==> config.mk <==
export PLATFORM = sky130hd
export DESIGN_NAME = bcd_pingpong_ctr
export DESIGN_NICKNAME = d
export VERILOG_FILES = /design/src/rtl/pingpong_pkg.sv /design/src/rtl/btn_debounce.sv /design/src/rtl/bcd_pingpong_ctr.sv
export SDC_FILE = /design/constraint.sdc
export NUM_CORES = 1
export LEC_CHECK = 0
export CORE_MARGIN = 1
export CORE_UTILIZATION = 31
export DETAILED_ROUTE_END_ITERATION = 6
export DONT_BUFFER_PORTS = 1
export RECOVER_POWER = 25
export SLEW_MARGIN = 20
export SYNTH_ARGS = -nofsm -noshare
export SYNTH_HDL_FRONTEND = slang
export SYNTH_SLANG_ARGS = --single-unit
==> constraint.sdc <==
create_clock -name clk -period 2.81 [get_ports clk]
set_clock_uncertainty 0.1 [all_clocks]
set_input_delay 0.843 -clock clk [delete_from_list [all_inputs] [get_ports clk]]
set_output_delay 0.843 -clock clk [all_outputs]
set_load 0.05 [all_outputs]
==> src/rtl/pingpong_pkg.sv <==
// ============================================================================
// Module   : pingpong_pkg
// Purpose  : Shared BCD constants, seven-segment table and BCD/binary helpers.
// Revision : 1.0 - initial release
// ============================================================================
`default_nettype none

package pingpong_pkg;

   localparam int BCD_W = 4;

   // Active-low {g..a} patterns, digit 0 in bits [6:0]
   localparam logic [69:0] SEG7_LUT = {
      7'h10, 7'h00, 7'h78, 7'h02, 7'h12,
      7'h19, 7'h30, 7'h24, 7'h79, 7'h40
   };

   localparam logic [6:0] SEG7_BLANK = 7'h7F;

   function automatic logic [31:0] bin_to_bcd(input int unsigned value);
      logic [31:0] result;
      int unsigned v;
      result = '0;
      v      = value;
      for (int i = 0; i < 8; i++) begin
         result[i*BCD_W +: BCD_W] = 4'(v % 10);
         v = v / 10;
      end
      return result;
   endfunction

   function automatic int unsigned bcd_to_bin(input logic [31:0] bcd);
      int unsigned result;
      result = 0;
      for (int i = 7; i >= 0; i--) begin
         result = result * 10 + 32'(bcd[i*BCD_W +: BCD_W]);
      end
      return result;
   endfunction

   function automatic logic [6:0] seg7_encode(input logic [3:0] digit);
      logic [6:0] pattern;
      if (digit > 4'd9) begin
         pattern = SEG7_BLANK;
      end else begin
         pattern = SEG7_LUT[int'(digit)*7 +: 7];
      end
      return pattern;
   endfunction

endpackage

`default_nettype wire

==> src/rtl/btn_debounce.sv <==
// ============================================================================
// Module   : btn_debounce
// Purpose  : Two-flop synchroniser, stability-window debouncer, press pulse.
// Revision : 1.0 - initial release
// ============================================================================
`default_nettype none

module btn_debounce #(
   parameter int DB_CYCLES = 16
) (
   input  logic clk,
   input  logic rst,
   input  logic btn_i,
   output logic press_o
);

   localparam int               c_CW   = (DB_CYCLES > 1) ? $clog2(DB_CYCLES) : 1;
   localparam logic [c_CW-1:0] c_LAST = c_CW'(DB_CYCLES - 1);

   logic            sync1_q;
   logic            sync2_q;
   logic            level_q;
   logic            level_d;
   logic            press_q;
   logic            press_d;
   logic [c_CW-1:0] cnt_q;
   logic [c_CW-1:0] cnt_d;

   // Counter tracks consecutive samples that disagree with the debounced level
   always_comb begin
      level_d = level_q;
      press_d = 1'b0;
      cnt_d   = '0;
      if (sync2_q != level_q) begin
         if (cnt_q == c_LAST) begin
            level_d = sync2_q;
            press_d = sync2_q;
         end else begin
            cnt_d = cnt_q + 1'b1;
         end
      end
   end

   always_ff @(posedge clk or posedge rst) begin
      if (rst) begin
         sync1_q <= 1'b0;
         sync2_q <= 1'b0;
         level_q <= 1'b0;
         press_q <= 1'b0;
         cnt_q   <= '0;
      end else begin
         sync1_q <= btn_i;
         sync2_q <= sync1_q;
         level_q <= level_d;
         press_q <= press_d;
         cnt_q   <= cnt_d;
      end
   end

   assign press_o = press_q;

endmodule

`default_nettype wire

==> src/rtl/bcd_pingpong_ctr.sv <==
// ============================================================================
// Module   : bcd_pingpong_ctr
// Purpose  : Prescaled BCD up/down counter bouncing between MIN and MAX.
//            Define SEG7_DECODE_EN to add the registered seven-segment port.
// Revision : 1.0 - initial release
// ============================================================================
`default_nettype none

module bcd_pingpong_ctr
   import pingpong_pkg::*;
#(
   parameter int DIGITS    = 4,
   parameter int MIN_COUNT = 0,
   parameter int MAX_COUNT = 9999,
   parameter int PRESCALE  = 1000000,
   parameter int DB_CYCLES = 16
) (
   input  logic                      clk,
   input  logic                      rst,
   input  logic                      btn_run,
   input  logic                      btn_dir,
   input  logic                      clr,
   output logic [BCD_W*DIGITS-1:0]   bcd,
   output logic                      dir,
   output logic                      running,
   output logic                      turn
`ifdef SEG7_DECODE_EN
   ,
   output logic [7*DIGITS-1:0]       seg
`endif
);

   localparam int c_W  = BCD_W * DIGITS;
   localparam int c_PW = (PRESCALE > 1) ? $clog2(PRESCALE) : 1;

   localparam logic [c_PW-1:0] c_PRE_LAST = c_PW'(PRESCALE - 1);

   localparam int c_MAX_M1 = (MAX_COUNT > MIN_COUNT) ? MAX_COUNT - 1 : MAX_COUNT;
   localparam int c_MIN_P1 = (MAX_COUNT > MIN_COUNT) ? MIN_COUNT + 1 : MIN_COUNT;

   localparam logic [31:0] c_MIN_FULL    = bin_to_bcd(32'(MIN_COUNT));
   localparam logic [31:0] c_MAX_FULL    = bin_to_bcd(32'(MAX_COUNT));
   localparam logic [31:0] c_MAX_M1_FULL = bin_to_bcd(32'(c_MAX_M1));
   localparam logic [31:0] c_MIN_P1_FULL = bin_to_bcd(32'(c_MIN_P1));

   localparam logic [c_W-1:0] c_MIN_BCD    = c_MIN_FULL[c_W-1:0];
   localparam logic [c_W-1:0] c_MAX_BCD    = c_MAX_FULL[c_W-1:0];
   localparam logic [c_W-1:0] c_MAX_M1_BCD = c_MAX_M1_FULL[c_W-1:0];
   localparam logic [c_W-1:0] c_MIN_P1_BCD = c_MIN_P1_FULL[c_W-1:0];

   logic            w_run_press;
   logic            w_dir_press;
   logic            w_tick;
   logic            w_dir_eff;
   logic [c_W-1:0]  w_inc;
   logic [c_W-1:0]  w_dec;

   logic [c_W-1:0]  cnt_q;
   logic [c_W-1:0]  cnt_d;
   logic [c_PW-1:0] pre_q;
   logic [c_PW-1:0] pre_d;
   logic            dir_q;
   logic            dir_d;
   logic            running_q;
   logic            running_d;
   logic            turn_q;
   logic            turn_d;

   btn_debounce #(
      .DB_CYCLES (DB_CYCLES)
   ) u_db_run (
      .clk     (clk),
      .rst     (rst),
      .btn_i   (btn_run),
      .press_o (w_run_press)
   );

   btn_debounce #(
      .DB_CYCLES (DB_CYCLES)
   ) u_db_dir (
      .clk     (clk),
      .rst     (rst),
      .btn_i   (btn_dir),
      .press_o (w_dir_press)
   );

   assign w_tick    = running_q && (pre_q == c_PRE_LAST);
   assign w_dir_eff = dir_q ^ w_dir_press;

   // Ripple carry/borrow across all digits within one cycle
   always_comb begin
      logic carry;
      logic borrow;
      w_inc  = cnt_q;
      w_dec  = cnt_q;
      carry  = 1'b1;
      borrow = 1'b1;
      for (int i = 0; i < DIGITS; i++) begin
         if (carry) begin
            if (cnt_q[i*BCD_W +: BCD_W] == 4'd9) begin
               w_inc[i*BCD_W +: BCD_W] = 4'd0;
            end else begin
               w_inc[i*BCD_W +: BCD_W] = cnt_q[i*BCD_W +: BCD_W] + 4'd1;
               carry = 1'b0;
            end
         end
         if (borrow) begin
            if (cnt_q[i*BCD_W +: BCD_W] == 4'd0) begin
               w_dec[i*BCD_W +: BCD_W] = 4'd9;
            end else begin
               w_dec[i*BCD_W +: BCD_W] = cnt_q[i*BCD_W +: BCD_W] - 4'd1;
               borrow = 1'b0;
            end
         end
      end
   end

   always_comb begin
      cnt_d     = cnt_q;
      dir_d     = w_dir_eff;
      turn_d    = 1'b0;
      pre_d     = pre_q;
      running_d = running_q ^ w_run_press;

      if (running_q) begin
         pre_d = w_tick ? '0 : pre_q + 1'b1;
      end

      if (clr) begin
         cnt_d = c_MIN_BCD;
         dir_d = 1'b1;
         pre_d = '0;
      end else if (w_tick) begin
         if (MIN_COUNT == MAX_COUNT) begin
            dir_d  = ~w_dir_eff;
            turn_d = 1'b1;
         end else if (w_dir_eff) begin
            if (cnt_q == c_MAX_BCD) begin
               cnt_d  = c_MAX_M1_BCD;
               dir_d  = 1'b0;
               turn_d = 1'b1;
            end else begin
               cnt_d = w_inc;
            end
         end else begin
            if (cnt_q == c_MIN_BCD) begin
               cnt_d  = c_MIN_P1_BCD;
               dir_d  = 1'b1;
               turn_d = 1'b1;
            end else begin
               cnt_d = w_dec;
            end
         end
      end
   end

   always_ff @(posedge clk or posedge rst) begin
      if (rst) begin
         cnt_q     <= c_MIN_BCD;
         pre_q     <= '0;
         dir_q     <= 1'b1;
         running_q <= 1'b0;
         turn_q    <= 1'b0;
      end else begin
         cnt_q     <= cnt_d;
         pre_q     <= pre_d;
         dir_q     <= dir_d;
         running_q <= running_d;
         turn_q    <= turn_d;
      end
   end

   assign bcd     = cnt_q;
   assign dir     = dir_q;
   assign running = running_q;
   assign turn    = turn_q;

`ifdef SEG7_DECODE_EN
   logic [7*DIGITS-1:0] seg_q;

   always_ff @(posedge clk or posedge rst) begin
      if (rst) begin
         seg_q <= {DIGITS{SEG7_BLANK}};
      end else begin
         for (int i = 0; i < DIGITS; i++) begin
            seg_q[i*7 +: 7] <= seg7_encode(cnt_q[i*BCD_W +: BCD_W]);
         end
      end
   end

   assign seg = seg_q;
`endif

endmodule

`default_nettype wire

## Word-level counts from Yosys, hierarchy flattened

Index checks and enable logic that the tools add are counted.

| storage, ports and cells | value |
|---|---|
| register bits after elaboration | 55 |
| input bits | 5 |
| output and inout bits | 19 |
| logic and storage cells | 109 |

| cells by class | value |
|---|---|
| add/sub/neg operators | 11 |
| equal/unequal tests | 13 |
| mux-type cells | 49 |
| bitwise gates (word level) | 2 |
| reduce and logical (&&, ||, !) cells | 16 |

Operators with widths:

| cell | number |
|---|---|
| 16-bit 2-to-1 mux | 5 |
| 4-bit 2-to-1 mux | 18 |
| 20-bit 2-to-1 mux | 3 |
| 4-bit by 1-bit adder with 4-bit output, second input constant | 6 |
| 4-bit equality test, second input constant | 6 |
| 1-bit 2-to-1 mux | 23 |
| 20-bit by 1-bit adder with 20-bit output, second input constant | 1 |
| 20-bit equality test, second input constant | 1 |
| 16-bit equality test, second input constant | 1 |
| 16-bit logical NOT | 1 |
| 4-bit logical NOT | 4 |
| 4-bit by 1-bit subtractor with 4-bit output, second input constant | 4 |
| 4-bit by 2-bit inequality test with 1-bit output, second input constant | 3 |
| 4-bit nonzero test | 3 |
| 3-bit AND reduction | 3 |
| 2-bit AND reduction | 2 |
| 2-bit nonzero test | 2 |
| 1-bit inequality test | 2 |
| 1-bit XOR | 2 |
| 1-bit logical AND | 1 |

## Depth between registers and ports, before layout

Gate-level depths: netlist of the first run.

| depth | value |
|---|---|
| word-level depth | 9 |
| depth in mapped cells | 8 |
| gate-level depth less buffers | 7 |

## Cells and area by module

Synthesis of the first run repeated with hierarchy kept, for this count alone.

| second synthesis, totals | value |
|---|---|
| cell total of the unflattened synthesis | 346 |
| area, all modules | 3,315.7 µm² |

By module, submodules not included:

| module | times used | cells each | area each (µm²) | sequential area each (µm²) |
|---|---|---|---|---|
| bcd_pingpong_ctr | 1 | 304 | 2,702.6 | 977.2 |
| btn_debounce | 2 | 21 | 306.5 | 200.2 |

## Least setup slack after synthesis of the first run

OpenSTA, ideal clock, no wires.

| path | value |
|---|---|
| kind | register -> register |
| start point | register pre_q[7] |
| end point | register cnt_q[6] (netlist: bcd[6]) |
| library setup time | 137 ps |
| data arrival time | 2,340 ps |
| required time | 2,573 ps |
| slack | 233 ps |
| stages on the path, launching flop included | 8 |
| path buffers | 2 |
| period minus slack after synthesis | 2,577 ps |
| cell sequence | dfrtp_1 -> or4b_1 -> or4_1 -> buf_2 -> or2_0 -> buf_2 -> o41ai_1 -> a21oi_1 |

| on the way | value |
|---|---|
| cells in the longest elaborated chain, start to end | 4 |

RTL lines:

| what | line | source |
|---|---|---|
| from (decl) | bcd_pingpong_ctr.sv:60 | `logic [c_PW-1:0] pre_q;` |
| from (signal assigned) | bcd_pingpong_ctr.sv:166 | `pre_q <= pre_d;` |
| 20-bit equality test | bcd_pingpong_ctr.sv:87 | `assign w_tick = running_q && (pre_q == c_PRE_LAST);` |
| 1-bit logical AND | bcd_pingpong_ctr.sv:87 |  |
| 2-bit nonzero test (no line) | - |  |
| 3-bit AND reduction (no line) | - |  |
| to (signal assigned) | bcd_pingpong_ctr.sv:159 | `cnt_q <= c_MIN_BCD;` |
| to (signal assigned) | bcd_pingpong_ctr.sv:165 | `cnt_q <= cnt_d;` |
| to (decl) | bcd_pingpong_ctr.sv:58 | `logic [c_W-1:0] cnt_q;` |

Every way passes these cells.
A chain may end at the register's enable or synchronous reset.

## Final worst setup path of the first run

| path | value |
|---|---|
| start point | register pre_q[8] |
| end point | register cnt_q[15] (netlist: bcd[15]) |

The elaborated chain is that of the path after synthesis.

==> report_table.html, run 1 <==
<table>
<tr><th>Metric</th><th>Value</th></tr>
<tr><th colspan="2">Outcome</th></tr>
<tr><td>Run status</td><td>finished clean</td></tr>
<tr><th colspan="2">Synthesis</th></tr>
<tr><td>Post-synth top area cell</td><td>dfrtp_1</td></tr>
<tr><td>Cell count after synthesis</td><td>346</td></tr>
<tr><td>Synth unique cells</td><td>61</td></tr>
<tr><td>Sequential fraction of the synthesis area</td><td>41.8%</td></tr>
<tr><td>Area share of the leading cell type in the synthesized netlist</td><td>41.0%</td></tr>
<tr><td>Synth warnings</td><td>0</td></tr>
<tr><td>Netlist area before placement</td><td>0.00329 mm²</td></tr>
<tr><td>Number of flops mapped to enable cells by yosys</td><td>0</td></tr>
<tr><td>Fraction of registers with async set or reset after synthesis</td><td>100%</td></tr>
<tr><td>#FFs+latches synth</td><td>55</td></tr>
<tr><td>Main synth FF type</td><td>dfrtp_1</td></tr>
<tr><td>Net count after synthesis</td><td>368</td></tr>
<tr><td>Largest cells by area after synthesis</td><td>dfrtp_1 41%, ha_1 6.5%, a21oi_1 4.1%</td></tr>
<tr><td>Mean cell area of the mapped netlist</td><td>9.51 µm²</td></tr>
<tr><th colspan="2">Critical path</th></tr>
<tr><td>Largest driver fanout on the critical path</td><td>5</td></tr>
<tr><td>R2r endpoint</td><td>bcd[15]</td></tr>
<tr><td>CP max-delay cell</td><td>or4_1</td></tr>
<tr><td>Longest individual stage delay on the worst path</td><td>0.67 ns</td></tr>
<tr><td>Reg-to-Reg Start</td><td>pre_q[8]</td></tr>
<tr><td>Type of element capturing the critical path</td><td>flop</td></tr>
<tr><td>Critical Setup Path Class</td><td>reg2reg</td></tr>
<tr><td>FF-to-FF setup slack</td><td>0.19 ns</td></tr>
<tr><td>Ordered cell list for the critical path</td><td>or4b_1 &gt; or4_1 &gt; buf_4 &gt; a2111oi_4 &gt; o31a_1 &gt; a32o_1</td></tr>
<tr><td>Launch point of the worst path</td><td>pre_q[8]</td></tr>
<tr><td>Data arrival time at the worst-slack endpoint</td><td>2.76 ns</td></tr>
<tr><td>Startpoint type of the worst setup path</td><td>flop</td></tr>
<tr><td>Worst Reg2Reg Path Length in Cells</td><td>6</td></tr>
<tr><td>Crit path required time</td><td>2.95 ns</td></tr>
<tr><th colspan="2">Clocking</th></tr>
<tr><td>Sinks on Clock Net</td><td>55</td></tr>
<tr><td>Resized Gates After CTS</td><td>0</td></tr>
<tr><td>Clock slew at reported path FFs</td><td>0.10 ns</td></tr>
<tr><td>Largest buffer count on any clock path</td><td>2</td></tr>
<tr><td>TritonCTS clock tree</td><td>built</td></tr>
<tr><td>Number of buffers added for setup after CTS</td><td>0</td></tr>
<tr><td>Clk_lat worst skew</td><td>0.31 ns</td></tr>
<tr><td>Max H-tree Level</td><td>2</td></tr>
<tr><td>Num CTS Buffers</td><td>5</td></tr>
<tr><td>Clk Tree Root Cell</td><td>clkbuf_8</td></tr>
<tr><td>Number of hold-repair buffers added at the cts stage</td><td>0</td></tr>
<tr><th colspan="2">Global routing</th></tr>
<tr><td>Wire length of the first global-routing pass</td><td>13100 µm</td></tr>
<tr><td>Gr usage total</td><td>14.3%</td></tr>
<tr><td>Remaining global-route overflow</td><td>0</td></tr>
<tr><td>Vias in the first global route</td><td>2744</td></tr>
<tr><td>Number of antenna violations at the first check in global routing</td><td>0</td></tr>
<tr><td>Pin count of the biggest net entering global routing</td><td>56</td></tr>
<tr><th colspan="2">Pwr</th></tr>
<tr><td>LEAKAGE</td><td>1.59 nW</td></tr>
<tr><td>VDD IR max</td><td>0.000292 V</td></tr>
<tr><td>Power density over the cells</td><td>404 mW/mm²</td></tr>
<tr><th colspan="2">Route</th></tr>
<tr><td>Final routed wire length divided by cell count</td><td>14.1 µm</td></tr>
<tr><td>Total detailed-routing wirelength</td><td>7230 µm</td></tr>
<tr><td>Number of detailed-route iterations in the first pass</td><td>4</td></tr>
<tr><td>Via/cell ratio</td><td>5.22</td></tr>
<tr><td>Vias after detailed routing</td><td>2674</td></tr>
<tr><td>ANT nets after route</td><td>0</td></tr>
<tr><td>Drc violations</td><td>0</td></tr>
<tr><td>DRT iter0 DRCs</td><td>105</td></tr>
<tr><th colspan="2">Layout</th></tr>
<tr><td>Synthesis-to-layout area growth</td><td>14.7%</td></tr>
<tr><td>Share of post-route cells with drive strength above 1</td><td>13.8%</td></tr>
<tr><td>Antenna diode count</td><td>0</td></tr>
<tr><td>Fin nets</td><td>397</td></tr>
<tr><th colspan="2">Timing</th></tr>
<tr><td>Worst max-slew margin expressed relative to the limit</td><td>9.89%</td></tr>
<tr><td>Number of failing hold endpoints at the final stage</td><td>0</td></tr>
<tr><td>Number of setup violations in the final report</td><td>0</td></tr>
<tr><td>Smallest hold slack</td><td>0.259 ns</td></tr>
<tr><td>TNS Setup</td><td>0 ns</td></tr>
<tr><td>Shortest clock period the worst path allows after layout</td><td>2.62 ns</td></tr>
<tr><td>Least-Margin Pin Slew</td><td>1.35 ns</td></tr>
<tr><td>FMAX</td><td>382 MHz</td></tr>
<tr><td>Final period util</td><td>93.2%</td></tr>
<tr><td>Final slew viol count</td><td>0</td></tr>
<tr><td>Unrepaired setup endpoints after global routing</td><td>false</td></tr>
<tr><th colspan="2">Die</th></tr>
<tr><td>Die Height</td><td>105 µm</td></tr>
<tr><td>Effective utilization at floorplan</td><td>31.9%</td></tr>
<tr><td>DIE AREA</td><td>0.0110 mm²</td></tr>
<tr><td>Top-level port count</td><td>24</td></tr>
<tr><td>Placeable core area</td><td>0.0103 mm²</td></tr>
<tr><td>Placement Rows</td><td>37</td></tr>
<tr><td>X dimension of the die</td><td>105 µm</td></tr>
<tr><th colspan="2">Min path</th></tr>
<tr><td>Launch point of the worst hold path</td><td>u_db_dir.sync1_q</td></tr>
<tr><td>Worst hold-check path type</td><td>reg2reg</td></tr>
<tr><td>Hold Path Stages</td><td>0</td></tr>
<tr><td>Worst Hold Path EP</td><td>u_db_dir.sync2_q</td></tr>
<tr><th colspan="2">Placement</th></tr>
<tr><td>Final HPWL from detailed placement</td><td>5350 µm</td></tr>
<tr><td>Count of input and output buffers</td><td>0</td></tr>
<tr><td>Weighted congestion at the end of routability-driven global placement</td><td>0.790</td></tr>
<tr><th colspan="2">Run</th></tr>
<tr><td>Max_cap viols</td><td>0</td></tr>
</table>
placed cells by master, fill, tap and decap left out, types with 4 or more instances in the layout:
cell and count:
a21oi_1 27, a32o_1 6, and4_1 5, buf_4 34, clkbuf_8 6, dfrtp_1 54, ha_1 17, inv_1 16
nand2_1 14, nand2b_1 4, nand3_1 16, nand3b_1 4, nand4_1 7, nor2_1 31, nor2b_1 4, nor3_1 9
nor3b_1 7, nor4_1 4, o211ai_1 5, o21ai_0 14, o21ai_1 5, o21bai_1 4, xnor2_1 12, xor2_1 12
metal layers:
layer | GRT usage (%) | up-vias | wire length, µm
met5 | 0 | - | 0
met4 | 3.62 | 0 | 114
met3 | 2.37 | 9 | 195
met2 | 24.0 | 38 | 3500
met1 | 19.0 | 1298 | 3420
li1 | - | 1329 | -
registers in the layout, summed over array words and instances, names as in the netlist, 4 cells and up:
signal	flops
pre_q	20
u_db_dir.cnt_q	4
u_db_run.cnt_q	4
bcd	16
worst max-delay path by stage:
| stage | endpoint | cells past startpoint |
|---|---|---|
| after CTS | bcd[6] | 5 |
| after global routing | bcd[6] | 5 |
| after detailed placement | bcd[6] | 5 |
| final | bcd[15] | 6 |
| after floorplan | bcd[6] | 7 |
| after global placement | bcd[6] | 5 |
where the power goes:
group | switching, mW | total [mW] | internal [mW]
clock network | 0.261 | 0.463 | 0.202
logic | 0.150 | 0.234 | 0.0845
registers | 0.0182 | 0.830 | 0.812
total | 0.429 | 1.53 | 1.10
through the flow:
stage	std cells	power [mW]	cell area, µm²	util (%)	setup WS (ns)
floorplan	346	1.01	3290	-	0.233
global placement	504	1.08	3680	35.6	0.185
detailed placement	504	1.08	3680	35.6	0.161
CTS	512	1.56	3780	36.6	0.154
global route	512	1.61	3780	36.6	0.0518
finish	512	1.53	3780	36.6	0.191
worst max-delay path: cells and delay by family, from the launching register on:
kind | cells | cell delay (ns)
AND/OR/NAND/NOR | 2 | 1.17
flip-flops | 1 | 0.43
buffers and inverters | 1 | 0.21
AO/OA/AOI/OAI | 3 | 0.66
cell type report:
class,count,area (µm²)
Tap cell,136,170
Timing Repair Buffer,36,264
Sequential cell,55,1380
Multi-Input combinational cell,260,1800
Fill cell,1033,6550
Clock buffer,6,82.6
Inverter,17,63.8
Clock inverter,2,16.3
synth_stat cells, types with 2 or more instances:
master     n
a211oi_1   2
mux2_2     3
a22o_1     2
nand2_1   14
a32o_1     6
inv_1     16
o21bai_1   4
nand2b_1   4
nand3b_1   4
nor3b_1    7
nor2b_1    4
or4_1      3
ha_1      17
nor3_1     9
and3_1     3
and2_1     2
o21a_1     2
xor2_1    12
mux2i_1    2
nor4_1     4
nand4b_1   3
o21ai_0   14
and4_1     5
clkbuf_1  11
or3_1      2
a311oi_1   2
buf_2      2
nand3_1   16
nor4b_1    2
xnor2_1   12
a21oi_1   27
o41ai_1    3
o31ai_1    2
o21ai_1    5
dfrtp_1   54
o211ai_1   5
nor2_1    31
nand4_1    7
logic make-up after synthesis:
kind of cell               share of synthesized area (%)
and+or+nand+nor                                     20.4
xor gates and xnor gates                            6.39
DFF                                                 41.8
AOI/OAI and AO/OA                                   19.3
buffers and inverters                               3.61
muxes                                               1.98
adders and majority gates                           6.46
No activity file was read; power rests on OpenSTA's default activity.
==> run 2: changes to the inputs <==
Settings changed: CAP_MARGIN set to 10, DONT_BUFFER_PORTS 1 to unset.
==> run 2 against run 1 <==
Effect of this change:
- flip-flop and latch count did not move
- fmax is 3.1% lower
- sequential share of layout area fell by 1.4 points
- register-to-register slack improved by 0.03 ns
- core utilization rose by 1.4 points
- via count is 3.4% higher
- routed wire length rose by 2.9%
- hold slack improved by 0.0023 ns
- count of clock-buffer cells in the layout down 1
- critical path type is now reg2out
- critical endpoint is now running
- largest power group unchanged
==> report_table.html, run 2 (synthesis gave the netlist of run 1 again) <==
<table>
<tr><th>Metric</th><th>Value</th></tr>
<tr><th colspan="2">Placement</th></tr>
<tr><td>Cells after DPL</td><td>513</td></tr>
<tr><td>Weighted congestion at the end of routability-driven global placement</td><td>0.846</td></tr>
<tr><td>Final HPWL from detailed placement</td><td>5500 µm</td></tr>
<tr><td>Dpl ws</td><td>0.123 ns</td></tr>
<tr><td>Count of input and output buffers</td><td>23</td></tr>
<tr><td>Placed Area</td><td>0.00381 mm²</td></tr>
<tr><th colspan="2">Layout</th></tr>
<tr><td>Filler cell count in the final layout</td><td>1000</td></tr>
<tr><td>Register containing the most flip-flops in the final layout</td><td>pre_q</td></tr>
<tr><td>Final core area utilization</td><td>38.0%</td></tr>
<tr><td>Commonest cells after routing, fill and taps aside</td><td>54 x dfrtp_1, 31 x nor2_1, 27 x a21oi_1, 21 x buf_4, 20 x clkdlybuf4s50_1</td></tr>
<tr><td>Antenna diode count</td><td>0</td></tr>
<tr><td>Final cell area excluding filler cells</td><td>0.00393 mm²</td></tr>
<tr><td>Synthesis-to-layout area growth</td><td>19.2%</td></tr>
<tr><td>Most common library cell in the layout ignoring fill and taps</td><td>dfrtp_1</td></tr>
<tr><td>Share of post-route cells with drive strength above 1</td><td>10.1%</td></tr>
<tr><td>Non-Filler Instances</td><td>521</td></tr>
<tr><td>Fin nets</td><td>406</td></tr>
<tr><td>Flip-flop count of the largest register after layout</td><td>20</td></tr>
<tr><th colspan="2">Route</th></tr>
<tr><td>Total met2 wirelength after detailed routing</td><td>3560 µm</td></tr>
<tr><td>Final routed wire length divided by cell count</td><td>14.3 µm</td></tr>
<tr><td>Routed met3 length</td><td>232 µm</td></tr>
<tr><td>DRT iter0 DRCs</td><td>144</td></tr>
<tr><td>Vias after detailed routing</td><td>2766</td></tr>
<tr><td>Number of detailed-route iterations in the first pass</td><td>4</td></tr>
<tr><td>Total detailed-routing wirelength</td><td>7430 µm</td></tr>
<tr><td>Highest metal used</td><td>met4</td></tr>
<tr><td>ANT nets after route</td><td>0</td></tr>
<tr><td>Routed length on met1</td><td>3550 µm</td></tr>
<tr><td>Via/cell ratio</td><td>5.31</td></tr>
<tr><td>Drc violations</td><td>0</td></tr>
<tr><th colspan="2">Critical path</th></tr>
<tr><td>Type of element capturing the critical path</td><td>primary output</td></tr>
<tr><td>Reg-to-Reg Start</td><td>pre_q[8]</td></tr>
<tr><td>Longest individual stage delay on the worst path</td><td>0.88 ns</td></tr>
<tr><td>Ordered cell list for the critical path</td><td>clkdlybuf4s50_1</td></tr>
<tr><td>Combined buffer and inverter count along the critical path</td><td>1</td></tr>
<tr><td>Critical Setup Path Class</td><td>reg2out</td></tr>
<tr><td>Setup crit end</td><td>running</td></tr>
<tr><td>Worst Reg2Reg Path Length in Cells</td><td>5</td></tr>
<tr><td>Startpoint type of the worst setup path</td><td>flop</td></tr>
<tr><td>Largest driver fanout on the critical path</td><td>9</td></tr>
<tr><td>Logic depth of the worst setup path including buffers</td><td>1</td></tr>
<tr><td>Launch point of the worst path</td><td>running</td></tr>
<tr><td>Data arrival time at the worst-slack endpoint</td><td>1.76 ns</td></tr>
<tr><td>CP max-delay cell</td><td>clkdlybuf4s50_1</td></tr>
<tr><td>Family with the most delay on the worst path</td><td>buffers and inverters</td></tr>
<tr><td>Crit path required time</td><td>1.87 ns</td></tr>
<tr><td>FF-to-FF setup slack</td><td>0.22 ns</td></tr>
<tr><td>R2r endpoint</td><td>bcd[6]</td></tr>
<tr><th colspan="2">Pwr</th></tr>
<tr><td>Internal power</td><td>1.10 mW</td></tr>
<tr><td>VDD IR max</td><td>0.000198 V</td></tr>
<tr><td>Power share of the sequential group</td><td>53.2%</td></tr>
<tr><td>Switching power as a share of total power</td><td>30.4%</td></tr>
<tr><td>LEAKAGE</td><td>1.62 nW</td></tr>
<tr><td>Power density over the cells</td><td>402 mW/mm²</td></tr>
<tr><td>Final total power</td><td>1.58 mW</td></tr>
<tr><td>Switch Pwr</td><td>479 µW</td></tr>
<tr><td>Clock network fraction of design power</td><td>31.3%</td></tr>
<tr><td>Combinational share of power</td><td>15.4%</td></tr>
<tr><th colspan="2">Timing</th></tr>
<tr><td>Shortest clock period the worst path allows after layout</td><td>2.70 ns</td></tr>
<tr><td>Number of failing hold endpoints at the final stage</td><td>0</td></tr>
<tr><td>Smallest hold slack</td><td>0.262 ns</td></tr>
<tr><td>Number of setup violations in the final report</td><td>0</td></tr>
<tr><td>FMAX</td><td>370 MHz</td></tr>
<tr><td>Final slew viol count</td><td>0</td></tr>
<tr><td>Unrepaired setup endpoints after global routing</td><td>false</td></tr>
<tr><td>Worst max-slew margin expressed relative to the limit</td><td>33.2%</td></tr>
<tr><td>Least-Margin Pin Slew</td><td>1.00 ns</td></tr>
<tr><td>Final period util</td><td>96.2%</td></tr>
<tr><td>TNS Setup</td><td>0 ns</td></tr>
<tr><td>Slack of the critical path</td><td>0.107 ns</td></tr>
<tr><th colspan="2">Clocking</th></tr>
<tr><td>Max H-tree Level</td><td>2</td></tr>
<tr><td>Largest buffer count on any clock path</td><td>2</td></tr>
<tr><td>Number of hold-repair buffers added at the cts stage</td><td>0</td></tr>
<tr><td>Clk Tree Root Cell</td><td>clkbuf_8</td></tr>
<tr><td>Number of buffers added for setup after CTS</td><td>0</td></tr>
<tr><td>Clk_lat worst skew</td><td>0.32 ns</td></tr>
<tr><td>Num CTS Buffers</td><td>5</td></tr>
<tr><td>Sinks on Clock Net</td><td>55</td></tr>
<tr><td>Clock slew at reported path FFs</td><td>0.12 ns</td></tr>
<tr><td>TritonCTS clock tree</td><td>built</td></tr>
<tr><th colspan="2">Global routing</th></tr>
<tr><td>Vias in the first global route</td><td>2733</td></tr>
<tr><td>Pin count of the biggest net entering global routing</td><td>27</td></tr>
<tr><td>Gr usage total</td><td>14.1%</td></tr>
<tr><td>Remaining global-route overflow</td><td>0</td></tr>
<tr><td>Wire length of the first global-routing pass</td><td>12900 µm</td></tr>
<tr><td>Number of antenna violations at the first check in global routing</td><td>0</td></tr>
<tr><th colspan="2">Outcome</th></tr>
<tr><td>Run status</td><td>finished clean</td></tr>
<tr><th colspan="2">Die</th></tr>
<tr><td>X dimension of the die</td><td>105 µm</td></tr>
<tr><td>Placement Rows</td><td>37</td></tr>
<tr><td>Die Height</td><td>105 µm</td></tr>
<tr><td>Placeable core area</td><td>0.0103 mm²</td></tr>
<tr><td>Effective utilization at floorplan</td><td>31.9%</td></tr>
<tr><td>DIE AREA</td><td>0.0110 mm²</td></tr>
<tr><td>Top-level port count</td><td>24</td></tr>
<tr><th colspan="2">Run</th></tr>
<tr><td>Max_cap viols</td><td>0</td></tr>
<tr><th colspan="2">Min path</th></tr>
<tr><td>Worst hold-check path type</td><td>reg2reg</td></tr>
</table>
==> run 2: cell types whose count changed in the layout (fill, tap and decap cells not counted) <==
cell,before,now
xnor2_2,0,1
clkbuf_2,1,0
buf_4,34,21
dlygate4sd3_1,0,3
o41ai_2,2,1
buf_12,0,1
clkinvlp_4,1,0
clkbuf_1,1,0
o41ai_1,2,3
clkbuf_8,6,5
clkinv_8,0,1
xnor2_1,12,11
clkdlybuf4s50_1,0,20
inv_6,0,1
==> run 2: power by group through the flow <==
stage | sequential, mW | clock [mW] | combinational [mW]
global placement | 0.854 | 0 | 0.243
detailed placement | 0.855 | 0 | 0.246
CTS | 0.841 | 0.515 | 0.246
global route | 0.844 | 0.544 | 0.268
finish | 0.840 | 0.495 | 0.243
floorplan | 0.887 | 0 | 0.127
==> run 2: layout make-up <==
class	count	area [µm²]	share of cell area, %
multi-input combinational	260	1800	45.9
sequential	55	1380	35.1
timing repair buffer	45	408	10.4
tap	136	170	4.34
clock buffer	5	68.8	1.75
inverter	17	63.8	1.63
clock inverter	3	33.8	0.861
==> run 2: layer usage <==
metal	vias to the layer above	track usage, %
met3	12	2.43
met2	55	23.7
met5	-	0
li1	1348	-
met4	0	3.82
met1	1351	18.7
==> run 2: worst min-delay path by stage <==
| stage | start | to | slack (ns) | depth (start not counted) |
|---|---|---|---|---|
| 4_1_cts | u_db_dir.sync1_q | u_db_dir.sync2_q | 0.27 | 0 |
| 3_3_place_gp | u_db_dir.sync1_q | u_db_dir.sync2_q | 0.24 | 0 |
| 2_1_floorplan | u_db_dir.sync1_q | u_db_dir.sync2_q | 0.23 | 0 |
| 5_1_grt | u_db_dir.sync1_q | u_db_dir.sync2_q | 0.27 | 0 |
| 3_5_place_dp | u_db_dir.sync1_q | u_db_dir.sync2_q | 0.24 | 0 |
| 6_report | u_db_dir.sync1_q | u_db_dir.sync2_q | 0.26 | 0 |
==> run 2: worst register-to-register path, stage by stage, from the launching register on <==
cell and delay, ns:
dfrtp_1 0.45, or4b_1 0.50, or4_1 0.57, or2_1 0.34, o41ai_1 0.42, a21oi_1 0.11
==> run 2: repair_timing <==
action,in CTS,in global routing
setup endpoints to repair,0,1
hold endpoints to repair,0,0
resized for setup,0,1
